$ cat src/rtl/mul_pkg.sv
// ----------------------------------------------------------------------------
// mul_pkg
//   Shared definitions for the sequential RV32M multiply unit:
//     - opcode constants (MUL / MULH / MULHSU / MULHU)
//     - 3-bit FSM state encoding
//     - iteration count and a two's-complement helper
//   No ports (package).
// ----------------------------------------------------------------------------
package mul_pkg;

   localparam logic [1:0] OP_MUL    = 2'b00;
   localparam logic [1:0] OP_MULH   = 2'b01;
   localparam logic [1:0] OP_MULHSU = 2'b10;
   localparam logic [1:0] OP_MULHU  = 2'b11;

   localparam logic [2:0] IDLE   = 3'd0;
   localparam logic [2:0] RUN    = 3'd1;
   localparam logic [2:0] NEG_LO = 3'd2;
   localparam logic [2:0] NEG_HI = 3'd3;
   localparam logic [2:0] DONE   = 3'd4;

   localparam int ITERS = 32;

   // Two's-complement negation; 0x80000000 maps to itself, which read as
   // unsigned is exactly its magnitude.
   function automatic logic [31:0] negate32(input logic [31:0] x);
      return ~x + 32'd1;
   endfunction

endpackage

$ cat src/rtl/seq_multiplier_adder.sv
// ----------------------------------------------------------------------------
// adder
//   32-bit ripple-carry adder shared by every arithmetic step of the
//   sequential multiplier.
//   Ports:
//     a, b  : 32-bit addends
//     cin   : carry in
//     sum   : 32-bit sum
//     cout  : carry out
// ----------------------------------------------------------------------------
module adder (
   input  logic [31:0] a,
   input  logic [31:0] b,
   input  logic        cin,
   output logic [31:0] sum,
   output logic        cout
);

   logic [32:0] carry;

   always_comb begin
      carry    = '0;
      sum      = '0;
      carry[0] = cin;
      for (int i = 0; i < 32; i++) begin
         sum[i]       = a[i] ^ b[i] ^ carry[i];
         carry[i + 1] = (a[i] & b[i]) | (a[i] & carry[i]) | (b[i] & carry[i]);
      end
   end

   assign cout = carry[32];

endmodule

$ cat src/rtl/seq_multiplier.sv
// ----------------------------------------------------------------------------
// seq_multiplier
//   Multi-cycle RV32M multiply unit (MUL, MULH, MULHSU, MULHU). Operands are
//   converted to magnitudes on accept, multiplied by 32 shift-add iterations
//   through a single shared adder, and the 64-bit product is negated in two
//   extra adder passes when exactly one effective operand was negative.
//
//   Optional feature (macro MUL_ZERO_BYPASS_EN): a zero operand skips the
//   iterations and goes straight to DONE with a zero product.
//
//   Ports:
//     clk        : rising-edge clock
//     rst        : asynchronous active-high reset
//     in_valid   : request valid
//     in_ready   : unit idle and able to accept
//     in_op      : 00 MUL, 01 MULH, 10 MULHSU, 11 MULHU
//     in_a       : rs1 operand
//     in_b       : rs2 operand
//     out_valid  : result valid (held until out_ready)
//     out_ready  : consumer accepts result
//     out_result : MUL -> product[31:0], others -> product[63:32]
// ----------------------------------------------------------------------------
module seq_multiplier
   import mul_pkg::*;
#(
   parameter int WIDTH = 32,
   parameter int CNT_W = 6
) (
   input  logic             clk,
   input  logic             rst,
   input  logic             in_valid,
   output logic             in_ready,
   input  logic [1:0]       in_op,
   input  logic [WIDTH-1:0] in_a,
   input  logic [WIDTH-1:0] in_b,
   output logic             out_valid,
   input  logic             out_ready,
   output logic [WIDTH-1:0] out_result
);

   logic [2:0]       state;
   logic [WIDTH-1:0] acc_hi;
   logic [WIDTH-1:0] acc_lo;
   logic [WIDTH-1:0] mcand;
   logic [CNT_W-1:0] cnt;
   logic             neg;
   logic             sel_hi;
   logic             carry;

   logic [WIDTH-1:0] add_a;
   logic [WIDTH-1:0] add_b;
   logic             add_cin;
   logic [WIDTH-1:0] add_sum;
   logic             add_cout;

   logic             accept;
   logic             sa;
   logic             sb;
   logic             neg_a;
   logic             neg_b;
   logic             bypass;

   assign in_ready = (state == IDLE);
   assign accept   = in_valid && in_ready;

   // MULH treats both operands as signed, MULHSU only rs1.
   assign sa    = (in_op == OP_MULH) || (in_op == OP_MULHSU);
   assign sb    = (in_op == OP_MULH);
   assign neg_a = sa & in_a[WIDTH-1];
   assign neg_b = sb & in_b[WIDTH-1];

`ifdef MUL_ZERO_BYPASS_EN
   assign bypass = (in_a == '0) || (in_b == '0);
`else
   assign bypass = 1'b0;
`endif

   // Single adder shared by iteration and by the two negation passes.
   always_comb begin
      add_a   = '0;
      add_b   = '0;
      add_cin = 1'b0;
      case (state)
         RUN: begin
            add_a = acc_hi;
            add_b = acc_lo[0] ? mcand : '0;
         end
         NEG_LO: begin
            add_a   = ~acc_lo;
            add_cin = 1'b1;
         end
         NEG_HI: begin
            add_a   = ~acc_hi;
            add_cin = carry;
         end
         default: ;
      endcase
   end

   adder u_adder (
      .a    (add_a),
      .b    (add_b),
      .cin  (add_cin),
      .sum  (add_sum),
      .cout (add_cout)
   );

   always_ff @(posedge clk or posedge rst) begin
      if (rst) begin
         state      <= IDLE;
         acc_hi     <= '0;
         acc_lo     <= '0;
         mcand      <= '0;
         cnt        <= '0;
         neg        <= 1'b0;
         sel_hi     <= 1'b0;
         carry      <= 1'b0;
         out_valid  <= 1'b0;
         out_result <= '0;
      end else begin
         case (state)
            IDLE: begin
               if (accept) begin
                  neg    <= neg_a ^ neg_b;
                  mcand  <= neg_a ? negate32(in_a) : in_a;
                  acc_lo <= bypass ? '0 : (neg_b ? negate32(in_b) : in_b);
                  acc_hi <= '0;
                  cnt    <= '0;
                  sel_hi <= (in_op != OP_MUL);
                  state  <= bypass ? DONE : RUN;
               end
            end
            RUN: begin
               // Shift the 65-bit {cout, sum, multiplier} window right by one.
               {acc_hi, acc_lo} <= {add_cout, add_sum, acc_lo[WIDTH-1:1]};
               cnt              <= cnt + 1'b1;
               if (cnt == CNT_W'(ITERS - 1)) begin
                  state <= neg ? NEG_LO : DONE;
               end
            end
            NEG_LO: begin
               acc_lo <= add_sum;
               carry  <= add_cout;
               state  <= NEG_HI;
            end
            NEG_HI: begin
               acc_hi <= add_sum;
               state  <= DONE;
            end
            DONE: begin
               // Result is latched once on entry and held while stalled.
               if (!out_valid) begin
                  out_valid  <= 1'b1;
                  out_result <= sel_hi ? acc_hi : acc_lo;
               end else if (out_ready) begin
                  out_valid <= 1'b0;
                  state     <= IDLE;
               end
            end
            default: state <= IDLE;
         endcase
      end
   end

endmodule

$ cat config.mk
export PLATFORM = sky130hd
export DESIGN_NAME = seq_multiplier
export DESIGN_NICKNAME = d
export VERILOG_FILES = /design/src/rtl/mul_pkg.sv /design/src/rtl/seq_multiplier_adder.sv /design/src/rtl/seq_multiplier.sv
export SDC_FILE = /design/constraint.sdc
export NUM_CORES = 1
export LEC_CHECK = 0
export ABC_CLOCK_PERIOD_IN_PS = 13900
export CAP_MARGIN = 15
export CORE_ASPECT_RATIO = 1.75
export CORE_UTILIZATION = 52
export DETAILED_ROUTE_END_ITERATION = 6
export PLACE_DENSITY_LB_ADDON = 0.1
export SYNTH_ARGS = -nofsm -noshare
export SYNTH_HDL_FRONTEND = slang
export SYNTH_HIERARCHICAL = 1
export SYNTH_SLANG_ARGS = --single-unit
$ cat constraint.sdc
create_clock -name clk -period 13.9 [get_ports clk]
set_input_delay 1.39 -clock clk [delete_from_list [all_inputs] [get_ports clk]]
set_output_delay 1.39 -clock clk [all_outputs]
set_load 0.05 [all_outputs]
Word-level counts from Yosys, hierarchy flattened
Cells that the tools add are included.
{"block": "classes", "n_addsub": 3, "n_reduce_logical": 13, "eq_ne": 11, "bitwise_logic": 232, "mux": 21}
{"cell": "$pmux W32 S3", "count": 3}
{"cell": "$mux W32", "count": 7}
{"cell": "$not A32 Y32", "count": 4}
{"cell": "$and A1 B1 Y1", "count": 98}
{"cell": "$xor A1 B1 Y1", "count": 65}
{"cell": "$add A32 B1 Y32 const B", "count": 2}
{"cell": "$or A1 B1 Y1", "count": 64}
{"cell": "$mux W3", "count": 5}
{"cell": "$pmux W3 S5", "count": 1}
{"cell": "$pmux W6 S2", "count": 1}
{"cell": "$reduce_and A2 Y1", "count": 5}
{"cell": "$add A6 B1 Y6 const B", "count": 1}
{"cell": "$eq A3 B2 Y1 const B", "count": 2}
{"cell": "$eq A6 B5 Y1 const B", "count": 1}
{"cell": "$mux W6", "count": 1}
{"cell": "$ne A2 B2 Y1 const B", "count": 3}
{"cell": "$reduce_bool A3 Y1", "count": 2}
{"cell": "$reduce_and A4 Y1", "count": 1}
{"cell": "$reduce_bool A2 Y1", "count": 2}
{"cell": "$eq A3 B1 Y1 const B", "count": 1}
{"cell": "$eq A3 B3 Y1 const B", "count": 1}
{"cell": "$logic_not A3 Y1", "count": 1}
{"cell": "$eq A2 B1 Y1 const B", "count": 1}
{"cell": "$eq A2 B2 Y1 const B", "count": 1}
{"cell": "6 further kinds", "count": 7}
{"block": "word_totals", "output_inout_bits": 34, "in_bits": 70, "register_bits": 141, "word_cells": 290}

Logic depth before layout (Yosys ltp)
{"block": "depth", "ltp_word": 99, "mapped_depth": 48, "ltp_nobuf": 44}

Cells and area by module
The synthesis kept the hierarchy.
{"module": "seq_multiplier", "area_each_um2": 8977.4, "cells_each": 1096, "n_inst": 1}
{"module": "adder", "area_each_um2": 678.2, "cells_each": 42, "n_inst": 1}

Worst setup path before layout
Ideal clock, no wire load.
{"block": "synth_path", "kind": "register to register", "from": "reg state[1]", "to": "reg acc_lo[31]", "period_less_slack_ns": 13.965, "setup_time_ns": 0.072, "n_path_buf": 4, "arrival_ns": 13.893, "stages_incl_launch_ff": 49, "t_required_ns": 13.828, "setup_slack_ns": -0.065, "path_cell_list": "dfrtp_1 buf_2 buf_2 nand2b_1 clkbuf_1 clkbuf_1 nor2_1 a21oi_1 nor2_1 inv_1 fa_1 inv_1 fa_1 fa_1 fa_1 fa_1 fa_1 fa_1 [... 13 more ...] fa_1 fa_1 fa_1 fa_1 fa_1 fa_1 fa_1 fa_1 fa_1 fa_1 fa_1 inv_1 fa_1 inv_1 a22oi_1 o21ai_0 a31oi_1 nor2_1"}
{"block": "synth_via", "elab_chain_cells": 97, "elab_cells_between_ends": 171, "classes_between": "4 x eq/ne; 4 x mux; 159 x bitwise; 4 x reduce/logical"}
{"element": "start, declared", "line": "seq_multiplier.sv:41", "text": "logic [2:0] state;"}
{"element": "start signal, assigned", "line": "seq_multiplier.sv:130", "text": "state <= bypass ? DONE : RUN;"}
{"element": "start signal, assigned", "line": "seq_multiplier.sv:138", "text": "state <= neg ? NEG_LO : DONE;"}
{"element": "$eq A3 B2 Y1 or $eq A3 B1 Y1 (tied branches)", "line": "seq_multiplier.sv:83", "text": "case (state)"}
{"element": "$pmux W32 S3 *", "line": "seq_multiplier.sv:83"}
{"element": "named net add_a[0]", "line": "seq_multiplier.sv:50", "text": "logic [WIDTH-1:0] add_a;"}
{"element": "$and A1 B1 Y1", "line": "seq_multiplier_adder.sv:27", "text": "carry[i + 1] = (a[i] & b[i]) | (a[i] & carry[i]) | (b[i] & carry[i]);"}
{"element": "$or A1 B1 Y1 * (2 in series)", "line": "seq_multiplier_adder.sv:27"}
{"element": "$and A1 B1 Y1", "line": "seq_multiplier_adder.sv:27"}
{"element": "$or A1 B1 Y1", "line": "seq_multiplier_adder.sv:27"}
{"element": "$or A1 B1 Y1 *", "line": "seq_multiplier_adder.sv:27"}
{"element": "[... 82 more ...]"}
{"element": "$or A1 B1 Y1", "line": "seq_multiplier_adder.sv:27"}
{"element": "$or A1 B1 Y1 *", "line": "seq_multiplier_adder.sv:27"}
{"element": "$and A1 B1 Y1", "line": "seq_multiplier_adder.sv:27"}
{"element": "$or A1 B1 Y1", "line": "seq_multiplier_adder.sv:27"}
{"element": "$or A1 B1 Y1 *", "line": "seq_multiplier_adder.sv:27"}
{"element": "$xor A1 B1 Y1 *", "line": "seq_multiplier_adder.sv:26", "text": "sum[i] = a[i] ^ b[i] ^ carry[i];"}
{"element": "named net add_sum[31]", "line": "seq_multiplier.sv:53", "text": "logic [WIDTH-1:0] add_sum;"}
{"element": "$pmux W32 S3 *", "line": "seq_multiplier.sv:121", "text": "case (state)"}
{"element": "end signal, assigned", "line": "seq_multiplier.sv:126", "text": "acc_lo <= bypass ? '0 : (neg_b ? negate32(in_b) : in_b);"}
{"element": "end signal, assigned", "line": "seq_multiplier.sv:135", "text": "{acc_hi, acc_lo} <= {add_cout, add_sum, acc_lo[WIDTH-1:1]};"}
{"element": "end signal, assigned", "line": "seq_multiplier.sv:142", "text": "acc_lo <= add_sum;"}
{"element": "end, declared", "line": "seq_multiplier.sv:43", "text": "logic [WIDTH-1:0] acc_lo;"}
Mark *: on every way through the listed nets, which the timed path passes. The rest lies on a longest branch.
A chain may end at the register's enable or synchronous reset.

Worst setup path in the final report
Ends and elaborated chain as after synthesis.

==> impl_metrics.json <==
{
  "ys_seq_area_share_pct": 36.54,
  "place_area_um2": 10810,
  "setup_viol": 0,
  "rr_startpoint": "state[1]",
  "syn_nets": 1245,
  "final_hold_viol_count": 0,
  "fin_crit_sh_pct": 97.17,
  "crit_fanout": 4,
  "synth_common_cells": "nor2_1 (167), dfrtp_1 (141), nand2_1 (119)",
  "final_area_um2": 11480,
  "grt_pass1_vias": 8439,
  "die_x_um": 105.0,
  "io-pin-count": 104,
  "whs_ns": 0.4711,
  "fill_cells": 1607,
  "grt_use_total_pct": 30.60,
  "yosysTopAreaCellShare_pct": 36.54,
  "dp_slack_ns": -0.03684,
  "end_kind": "register",
  "period_needed_ns": 13.51,
  "die_area_um2": 19140,
  "routed_wl_mm": 27.90,
  "wl_met2_mm": 14.00,
  "path_class": "register to register",
  "top_layer_used": "met5",
  "area_growth_pct": 18.92,
  "clk_latency_ns": 0.43,
  "syn_avg_cell_area_um2": 8.485,
  "power_density_nw_per_um2": 242.7,
  "grt_pass1_wl_mm": 45.32,
  "regArea_um2": 3532,
  "path_common_cell": "fa_1",
  "detail_route.first_pass.iterations": 6,
  "finalWeightedCongestion": 0.9648,
  "max_clock_freq_mhz": 74.04,
  "synth.most_common_cell": "nor2_1",
  "num_rows": 65,
  "dp_hpwl_mm": 20.41,
  "wl_met1_mm": 11.30,
  "synth_warnings": 6,
  "cts_tree": "built",
  "route.met3.wl_mm": 1.406,
  "crit_start": "state[1]",
  "antenna_cells": 0,
  "synth_largest_area_cell": "dfrtp_1",
  "drt_iter0_drc": 707,
  "max_cap_violations": 0,
  "start_util_pct": 53.24,
  "drt_drc_violations_left": 0,
  "antenna_found_initial": 1,
  "hp-class": "register to register",
  "wl_per_cell_um": 19.28,
  "numPortBuffers": 103,
  "clock_skew_ns": 0.008910,
  "synth_edf_count": 0,
  "status": "finished clean",
  "rsz0062_at_grt": "false",
  "cp_data_required_time_ns": 14.26,
  "worstSetupStartpointType": "register",
  "cts_htree_levels": 4,
  "report.final.slew_viol_count": 0,
  "cts_sinks": 141,
  "cp.arrival_ns": 13.87,
  "synthCells": 1138,
  "grt_max_degree": 82,
  "synth_area_um2": 9656,
  "synth_area_leaders": "dfrtp_1 (37%), fa_1 (6.6%), nor2_1 (6.5%)",
  "multiInputGateArea_um2": 5717,
  "cts_buffers": 17,
  "tns_ns": 0,
  "root_buffer": "clkbuf_16",
  "clk_transition_reported_paths_ns": 0.06,
  "cpPeakStageDelay_ns": 0.45,
  "worst_pin_slew_ns": 1.200,
  "ys_seq_elements": 141,
  "viasPerCell": 5.977,
  "p_leak_nw": 5.100,
  "num-nets-final": 1307,
  "ir_drop_uv": 140.1,
  "ys_types": 66,
  "clockBufferDepth": 2,
  "drive_gt1_share_pct": 7.585,
  "core_um2": 18140,
  "fin_util_pct": 63.31,
  "grt_overflow": 0,
  "die-height_um": 182.3,
  "maxSlewHeadroom_pct": 19.91,
  "ctsHoldBuffers": 0,
  "antenna_left": 0,
  "num_vias": 8648,
  "setup_ws_ns": 0.3932,
  "synth_async_sr_flop_share_pct": 100.0,
  "synthFlopType": "dfrtp_1",
  "hp-start": "mcand[15]",
  "cp_slowest_cell": "dfrtp_2"
}
[stage by stage]
step / instances / total power, mW
after detailed placement: 1414 / 2.271
final: 1447 / 2.787
after global placement: 1414 / 2.246
after global routing: 1447 / 2.975
after CTS: 1447 / 2.772
after floorplan: 1138 / 1.818
[worst max-delay path: cells and delay by family, from the launching register on]
family / cells / cell delay (ns)
fa+ha+maj: 32 / 11.93
buf+inv: 4 / 0.32
xor+xnor: 1 / 0.17
compound gates: 4 / 0.44
flops: 1 / 0.45
simple gates: 2 / 0.16
[final cells by class]
class                      count  share of cell area [%]
tap                          234                   2.550
clock buffer                  22                   4.043
inverter                      26                  0.8935
clock inverter                10                   1.417
sequential                   141                   30.76
timing repair buffer         127                   10.55
multi-input combinational    887                   49.79
[timing repair]
| action | 4_1_cts | 5_1_grt |
|---|---|---|
| resized for setup | 3 | 11 |
| pin swaps | 0 | 1 |
| buffers inserted | 1 | 0 |
| endpoints found under the setup margin | 3 | 5 |
[sequential cells by signal, indices dropped and copies added (netlist names)]
register and count:
acc_hi 32, acc_lo 32, carry 1, cnt 6
mcand 32, neg 1, out_result 32, out_valid 1
sel_hi 1, state 3
[where the power goes]
part           internal (mW)  switching, mW  leakage (nW)
Clock                  0.310          0.179         0.301
Combinational          0.554          0.956          3.08
Sequential             0.602          0.186          1.72
Total                   1.47           1.32          5.10
[path summary, 6_finish.rpt]
kind / endpoint / slack [ns] / depth (start not counted)
setup / recovery: acc_lo[31] / 0.39 / 43
hold / removal: mcand[15] / 0.47 / 2
setup reg to reg: acc_lo[31] / 0.39 / 43
hold reg to reg: mcand[15] / 0.47 / 2
max in group asynchronous: state[0] / 11.04 / 3
min in group asynchronous: out_result[4] / 1.44 / 2
[routing by layer]
metal / vias to the layer above / track usage, %
li1: 4134 / -
met1: 4118 / 38.58
met2: 330 / 51.92
met3: 64 / 4.250
met4: 2 / 14.08
met5: - / 0
[cells in the final DEF, fill, tap and decap left out, drive strengths merged, types with 6 or more instances in the layout]
cell type,n
or4,9
or3,10
nor4,11
clkbuf,22
nand2b,16
and3,42
o21a,6
nand4,7
a31oi,17
clkdlybuf4s50,103
nor3,28
dfrtp,141
a21oi,108
a22oi,30
nand2,119
o21ai,69
xnor2,26
a222oi,6
buf,24
a221oi,6
o22ai,6
o31ai,7
xor2,52
fa,32
nor2,168
mux2i,35
inv,27
nand3,10
[cells by family after synthesis]
kind of cell    Yosys count  share of synthesized area (%)
compound gates          293                          18.49
xor+xnor                 78                          7.075
fa+ha+maj                37                          7.283
buf+inv                 110                          4.846
flops                   141                          36.54
mux                      37                          3.862
simple gates            442                          21.90
(Power assumes the default switching activity.)
